$ cat src/rtl/hit_detector_pkg.sv
// Shared definitions for the duck-hunt hit detector: FSM encoding, raster
// defaults shared with the VGA timing block, and the BCD digit width.
package hit_detector_pkg;

    localparam logic [1:0] ST_SCAN     = 2'd0;
    localparam logic [1:0] ST_REPORT   = 2'd1;
    localparam logic [1:0] ST_COOLDOWN = 2'd2;

    localparam int H_TOTAL_DEFAULT = 800;
    localparam int V_TOTAL_DEFAULT = 525;

    localparam int BCD_W = 4;
    localparam int OVL_W = 10;

endpackage

$ cat src/rtl/hit_detector_bcd_score_counter.sv
// Two-digit BCD score counter with increment enable; 99 wraps to 00.
module bcd_score_counter
    import hit_detector_pkg::*;
(
    input  logic             clk_i,
    input  logic             rst_ni,
    input  logic             inc_i,
    output logic [BCD_W-1:0] tens_o,
    output logic [BCD_W-1:0] ones_o
);

    logic [BCD_W-1:0] tens_q, tens_d;
    logic [BCD_W-1:0] ones_q, ones_d;

    always_comb begin
        tens_d = tens_q;
        ones_d = ones_q;
        if (inc_i) begin
            if (ones_q == BCD_W'(9)) begin
                ones_d = '0;
                tens_d = (tens_q == BCD_W'(9)) ? '0 : tens_q + BCD_W'(1);
            end else begin
                ones_d = ones_q + BCD_W'(1);
            end
        end
    end

    always_ff @(posedge clk_i or negedge rst_ni) begin
        if (!rst_ni) begin
            tens_q <= '0;
            ones_q <= '0;
        end else begin
            tens_q <= tens_d;
            ones_q <= ones_d;
        end
    end

    assign tens_o = tens_q;
    assign ones_o = ones_q;

endmodule

$ cat src/rtl/hit_detector.sv
// Turns coincident duck/bullet pixels into per-frame hit events, reports them
// over req/ack, applies a frame-based cooldown and keeps a BCD score.
module hit_detector
    import hit_detector_pkg::*;
#(
    parameter int H_TOTAL         = H_TOTAL_DEFAULT,
    parameter int V_TOTAL         = V_TOTAL_DEFAULT,
    parameter int MIN_OVERLAP     = 4,
    parameter int COOLDOWN_FRAMES = 30
) (
    input  logic             vga_clk,
    input  logic             reset,
    input  logic [9:0]       hcount,
    input  logic [9:0]       vcount,
    input  logic             duck_draw,
    input  logic             shot_drawer,
    output logic             hit_req,
    input  logic             hit_ack,
    output logic [BCD_W-1:0] score_tens,
    output logic [BCD_W-1:0] score_ones,
    output logic             busy
);

    localparam int CD_W = $clog2(COOLDOWN_FRAMES + 2);

    logic [1:0]       state_q, state_d;
    logic [OVL_W-1:0] ovl_q, ovl_d;
    logic [CD_W-1:0]  cd_q, cd_d;
    logic             hit_req_q, busy_q;
    logic             score_inc;

    logic             frame_end;
    logic             overlap;
    logic [OVL_W:0]   ovl_sum;
    logic             verdict;

    assign frame_end = (hcount == 10'(H_TOTAL - 1)) && (vcount == 10'(V_TOTAL - 1));
    assign overlap   = duck_draw & shot_drawer;
    // The last pixel of the frame is still counted toward that frame's verdict.
    assign ovl_sum   = {1'b0, ovl_q} + {{OVL_W{1'b0}}, overlap};
    assign verdict   = ovl_sum >= (OVL_W + 1)'(MIN_OVERLAP);

    always_comb begin
        ovl_d = ovl_q;
        if (frame_end) begin
            ovl_d = '0;
        end else if (overlap && (ovl_q != {OVL_W{1'b1}})) begin
            ovl_d = ovl_q + OVL_W'(1);
        end
    end

    always_comb begin
        state_d   = state_q;
        cd_d      = cd_q;
        score_inc = 1'b0;
        case (state_q)
            ST_SCAN: begin
                if (frame_end && verdict) begin
                    state_d = ST_REPORT;
                end
            end
            ST_REPORT: begin
                if (hit_ack) begin
                    score_inc = 1'b1;
                    cd_d      = CD_W'(COOLDOWN_FRAMES);
                    state_d   = ST_COOLDOWN;
                end
            end
            ST_COOLDOWN: begin
                // A zero load (COOLDOWN_FRAMES=0) leaves on the very next cycle.
                if (cd_q == '0) begin
                    state_d = ST_SCAN;
                end else if (frame_end) begin
                    cd_d = cd_q - CD_W'(1);
                    if (cd_q == CD_W'(1)) begin
                        state_d = ST_SCAN;
                    end
                end
            end
            default: state_d = ST_SCAN;
        endcase
    end

    always_ff @(posedge vga_clk or negedge reset) begin
        if (!reset) begin
            state_q   <= ST_SCAN;
            ovl_q     <= '0;
            cd_q      <= '0;
            hit_req_q <= 1'b0;
            busy_q    <= 1'b0;
        end else begin
            state_q   <= state_d;
            ovl_q     <= ovl_d;
            cd_q      <= cd_d;
            hit_req_q <= (state_d == ST_REPORT);
            busy_q    <= (state_d != ST_SCAN);
        end
    end

    bcd_score_counter u_score (
        .clk_i  (vga_clk),
        .rst_ni (reset),
        .inc_i  (score_inc),
        .tens_o (score_tens),
        .ones_o (score_ones)
    );

    assign hit_req = hit_req_q;
    assign busy    = busy_q;

endmodule

$ cat config.mk
export PLATFORM = sky130hd
export DESIGN_NAME = hit_detector
export DESIGN_NICKNAME = d
export VERILOG_FILES = /design/src/rtl/hit_detector_pkg.sv /design/src/rtl/hit_detector_bcd_score_counter.sv /design/src/rtl/hit_detector.sv
export SDC_FILE = /design/constraint.sdc
export NUM_CORES = 1
export LEC_CHECK = 0
export BUFFER_PORTS_ARGS = -buffer_cell sky130_fd_sc_hd__buf_2
export CORE_AREA = 3 3 109 59
export CTS_CLUSTER_DIAMETER = 50
export DETAILED_ROUTE_END_ITERATION = 10
export DIE_AREA = 0 0 112 62
export PLACE_DENSITY = 0.48
export SKIP_LAST_GASP = 1
export SYNTH_ARGS = -nofsm -noshare
export SYNTH_HDL_FRONTEND = slang
export SYNTH_SLANG_ARGS = --single-unit
$ cat constraint.sdc
create_clock -name vga_clk -period 5.8 [get_ports vga_clk]
set_clock_uncertainty 0.2 [all_clocks]
set_input_delay 0.29 -clock vga_clk [delete_from_list [all_inputs] [get_ports vga_clk]]
set_output_delay 0.29 -clock vga_clk [all_outputs]
set_load 0.01 [all_outputs]
Word level (Yosys, flattened, before mapping)
Index checks and enable logic that the tools add are counted. W data, S select, Z words.

Add/sub/neg operators: 5. $lt $le $gt $ge: 1. Equal/unequal tests: 12. Mux-type cells: 16. Bitwise gates (word level): 1. Reduce and logical (&&, ||, !) cells: 10.

Operators by type and width (number): $eq A10 B10 Y1 const B (2); $mux W10 (2); $mux W5 (3); $add A10 B1 Y11 (1); $ge A11 B3 Y1 const B (1); $add A10 B1 Y10 const B (1); $mux W2 (5); $ne A10 B10 Y1 const B (1); $pmux W5 S2 (1); $add A4 B1 Y4 const B (2); $eq A4 B4 Y1 const B (2); $mux W4 (2); $ne A2 B2 Y1 const B (3); $pmux W2 S3 (1); $reduce_bool A2 Y1 (3); $eq A5 B1 Y1 const B (1); $logic_not A5 Y1 (1); $sub A5 B1 Y5 const B (1); $eq A2 B1 Y1 const B (2); $reduce_and A4 Y1 (1); $logic_and A1 B1 Y1 (3); $eq A2 B2 Y1 const B (1); $logic_not A2 Y1 (1); $mux W1 (2); other kinds (2) (2).

Register bits after elaboration: 27. Input bits: 25. Output and inout port bits: 10.

Logic depth before layout (Yosys ltp)
Depth in word-level cells: 7. Mapped depth: 9. Gate-level depth less buffers: 9.

By module
A second synthesis with hierarchy kept.

Cells, all modules: 170. Area, all modules: 1641.6 sq um.

By module, submodules not included: hit_detector (times used 1, cells each 134, area an instance 1243.7 sq um, seq. area each 475.5 sq um); bcd_score_counter (times used 1, cells each 36, area an instance 397.9 sq um, seq. area each 200.2 sq um).

Worst setup path before layout
OpenSTA, ideal clock, no wires.

Kind: input-to-reg. From: input duck_draw. To: register hit_req_q (netlist: hit_req). Library setup time: 0.124 ns. Arrival: 1.732 ns. Required time: 5.476 ns. Setup slack: 3.744 ns. Stages: 9. Buffers on the path: 0. Cell sequence: nand2_1 inv_1 ha_1 ha_1 nand2_1 or4_1 o211ai_1 a41oi_1 o21bai_1.

Longest elaborated chain between the ends: 7.

Ends and longest elaborated chain: start, declared (RTL line hit_detector.sv:15) `input logic duck_draw,`; $and A1 B1 Y1 (RTL line hit_detector.sv:38) `assign overlap = duck_draw & shot_drawer;`; $add A10 B1 Y11 (RTL line hit_detector.sv:40) `assign ovl_sum = {1'b0, ovl_q} + {{OVL_W{1'b0}}, overlap};`; $ge A11 B3 Y1 (RTL line hit_detector.sv:41) `assign verdict = ovl_sum >= (OVL_W + 1)'(MIN_OVERLAP);`; $logic_and A1 B1 Y1 (RTL line hit_detector.sv:58) `if (frame_end && verdict) begin`; $mux W2 (RTL line hit_detector.sv:58); $pmux W2 S3 (RTL line hit_detector.sv:56) `case (state_q)`; $eq A2 B1 Y1 (RTL line hit_detector.sv:95) `hit_req_q <= (state_d == ST_REPORT);`; end signal, assigned (RTL line hit_detector.sv:95); end, declared (RTL line hit_detector.sv:29) `logic hit_req_q, busy_q;`.

No other way between the ends. A chain may end at the register's enable or synchronous reset.

Worst setup path after layout
From: register cd_q[0]. To: register cd_q[4].

Longest elaborated chain between the ends: 4. Elaborated cells between the ends (all ways): 7. Classes of those cells: add/sub: 1; eq/ne: 1; mux: 3; reduce/logical: 2.

Ends and longest elaborated chain: start, declared (RTL line hit_detector.sv:28) `logic [CD_W-1:0] cd_q, cd_d;`; start signal, assigned (RTL line hit_detector.sv:88) `cd_q <= '0;`; start signal, assigned (RTL line hit_detector.sv:94) `cd_q <= cd_d;`; $sub A5 B1 Y5 (RTL line hit_detector.sv:74) `cd_d = cd_q - CD_W'(1);`; $mux W5 (RTL line hit_detector.sv:73) `end else if (frame_end) begin`; $mux W5 (RTL line hit_detector.sv:71) `if (cd_q == '0) begin`; $pmux W5 S2 (RTL line hit_detector.sv:56).

Several ways; a longest one is shown, not always the timed one. The select of a mux whose other input is x is not followed.

==> flow_metrics.py <==
metrics = {
    "drt": {
        "routed_wl_mm": 3.42,
        "drtPass1Iterations": 4,
        "wl_per_cell_microns": 12.2,
        "drc_errors": 0,
        "ant_nets": 0,
        "drt_iter0_drc": 46,
        "vias": 1368,
        "vias_per_cell": 4.87,
    },
    "synth": {
        "yosysWarnings": 0,
        "synth.ff_latch_count": 27,
        "yosys.area.top_type_share_pct": 41.3,
        "synth_fp_nets": 204,
        "yosys-top-cells-area": "dfrtp_1 (41%), ha_1 (4.6%), xor2_1 (3.7%)",
        "synth_cells": 173,
        "synth_cell_types": 46,
        "syn_area_per_cell_sq_um": 9.45,
        "async_flop_share_pct": 100,
        "synth_ff_type": "dfrtp_1",
        "synth_area_sq_um": 1640,
        "yosysTopAreaCell": "dfrtp_1",
        "yosysSeqAreaShare_pct": 41.3,
        "synth_edf_count": 0,
    },
    "global_route": {
        "antenna_found_initial": 0,
        "grt_start_max_net_pins": 28,
        "grt_pass1_wl_mm": 5.91,
        "grt_pass1_vias": 1290,
        "gr-total-overflow": 0,
        "grt_usage_pct": 10.3,
    },
    "run": {
        "max_cap_viol_count": 0,
    },
    "clock_tree": {
        "cts_tree": "yes",
        "postCtsSetupBuffers": 0,
        "htree_num_levels": 1,
        "cts_buffers": 3,
        "cts_sinks": 27,
        "clk_pin_slew_ns": 0.09,
        "root_buffer": "clkbuf_8",
        "cts_resized": 0,
        "cts_hold_buf": 1,
        "clockBufferDepth": 2,
        "worstSkewPairLatency_ns": 0.27,
    },
    "placed_design": {
        "place_congestion": 0.789,
        "dp_hpwl_mm": 2.58,
        "port_buffers": 34,
        "dpl_cell_area_sq_um": 1880,
    },
    "floorplanning": {
        "design.core.area_sq_um": 5440,
        "fp.dieW_microns": 112,
        "start_util_pct": 30.0,
        "std_cell_rows": 19,
        "dieHeight_microns": 62,
        "die_area_sq_um": 6940,
        "ioPinCount": 35,
    },
    "critical_path": {
        "critical_path_required_ns": 5.76,
        "setup.worst_path.end_class": "flip-flop",
        "path_class": "flip-flop to flip-flop",
        "slowest_delay_ns": 0.39,
        "slowest_stage": "dfrtp_1",
        "cp-start-kind": "flip-flop",
        "crit_chain": "inv_1 > ha_1 > nor4b_2 > o21ai_1 > nand2_1 > nor4_1 > mux2_1",
        "crit_family": "simple AND/OR/NAND/NOR gates",
        "worstPathMaxFanout": 5,
        "crit_arrival_ns": 2.12,
        "crit_buf_inv": 1,
    },
    "pwr": {
        "p_leak_uw": 0.000916,
        "power_density_nw_per_um2": 259,
        "max-vdd-ir-drop_mv": 0.0872,
    },
    "timing": {
        "fin_crit_sh_pct": 37.2,
        "tns_ns": 0,
        "rsz0062_at_grt": "false",
        "fmax_mhz": 463,
        "slew_violations": 0,
        "min_period_ns": 2.16,
        "setup_viol": 0,
        "final-hold-violation-count": 0,
        "worst_pin_slew_ns": 0.635,
        "slew_headroom_pct": 57.7,
    },
    "run_status": {
        "outcome": "finished, final reports clean",
    },
    "layout": {
        "syn2layout_area_growth_pct": 18.3,
        "drive_above_1_share_pct": 22.1,
        "fin_area_sq_um": 1930,
        "fill_cells": 558,
        "nets": 240,
        "mostFrequentLayoutCells": "buf_2 (34), dfrtp_1 (27), nor2_1 (14)",
        "antenna_cells": 0,
        "final_common_cell": "buf_2",
    },
    "worst_hold_path": {
        "hold_class": "input port to flip-flop",
    },
}
[routing by layer]
layer | wire length (microns) | track usage (%) | vias up
li1 | - | - | 704
met1 | 1750 | 14.0 | 631
met2 | 1450 | 17.5 | 31
met3 | 185 | 2.61 | 2
met4 | 29 | 1.54 | 0
met5 | 0 | 0 | -
[flip-flops by register name (all words and copies together), names as in the netlist]
name	count
state_q	2
hit_req	1
u_score.tens_o	4
cd_q	5
ovl_q	10
u_score.ones_o	4
busy	1
[report_power, final]
part	switching, uW	total (uW)	internal, uW	leakage, uW
clock network	60.3	109	48.2	0.0000255
registers	49.6	268	218	0.000351
logic	61.5	124	62.7	0.000540
total	171	501	329	0.000916
[logic make-up after synthesis]
logic type | synth area share (%)
AND/OR/NAND/NOR | 28.8
AO/OA/AOI/OAI | 14.2
flip-flops | 41.3
XOR/XNOR | 6.43
buffers and inverters | 2.75
adder cells (fa/ha/maj) | 4.59
multiplexers | 1.91
[metrics by stage]
stage	cells	power, uW	util, %	setup slack, ns	hold WS, ns
after floorplan	173	359	-	3.74	-0.206
after global placement	276	393	34.5	3.57	0.151
after detailed placement	276	396	34.5	3.51	0.151
after CTS	281	507	35.5	3.65	0.0379
after global routing	281	544	35.5	3.45	0.0368
final	281	501	35.5	3.64	0.0508
[layout make-up]
cell class	instances	area (sq um)	share of cell area, %
Tap cell	73	91.3	4.72
Inverter	7	26.3	1.36
Timing Repair Buffer	35	180	9.31
Clock buffer	3	41.3	2.13
Sequential cell	27	676	34.9
Multi-Input combinational cell	135	915	47.3
Clock inverter	1	5.00	0.259
[Yosys cell counts (2+ instances only)]
cell type / number
dfrtp_1: 27
nor2_1: 14
nand2_1: 12
o21ai_0: 11
nor3_1: 9
a21oi_1: 7
inv_1: 7
xor2_1: 7
ha_1: 6
nand2b_1: 6
nand3_1: 6
xnor2_1: 5
and3_1: 4
nand4_1: 4
or3_1: 4
buf_2: 3
nor4b_2: 3
o21ai_1: 3
mux2i_1: 2
nand3b_1: 2
nand4_2: 2
nor4_1: 2
nor4bb_1: 2
o21bai_1: 2
or4_1: 2
[final timing paths]
check	start	cells after the start	endpoint	slack (ns)
worst max-delay path	cd_q[0]	7	cd_q[4]	3.64
worst min-delay path	hit_ack	2	state_q[0]	0.05
worst max register to register	cd_q[0]	7	cd_q[4]	3.64
worst min register to register	u_score.tens_o[0]	1	u_score.tens_o[0]	0.28
max in group asynchronous	reset	2	u_score.ones_o[0]	4.63
min in group asynchronous	reset	2	cd_q[2]	0.37
(Power assumes the default switching activity.)
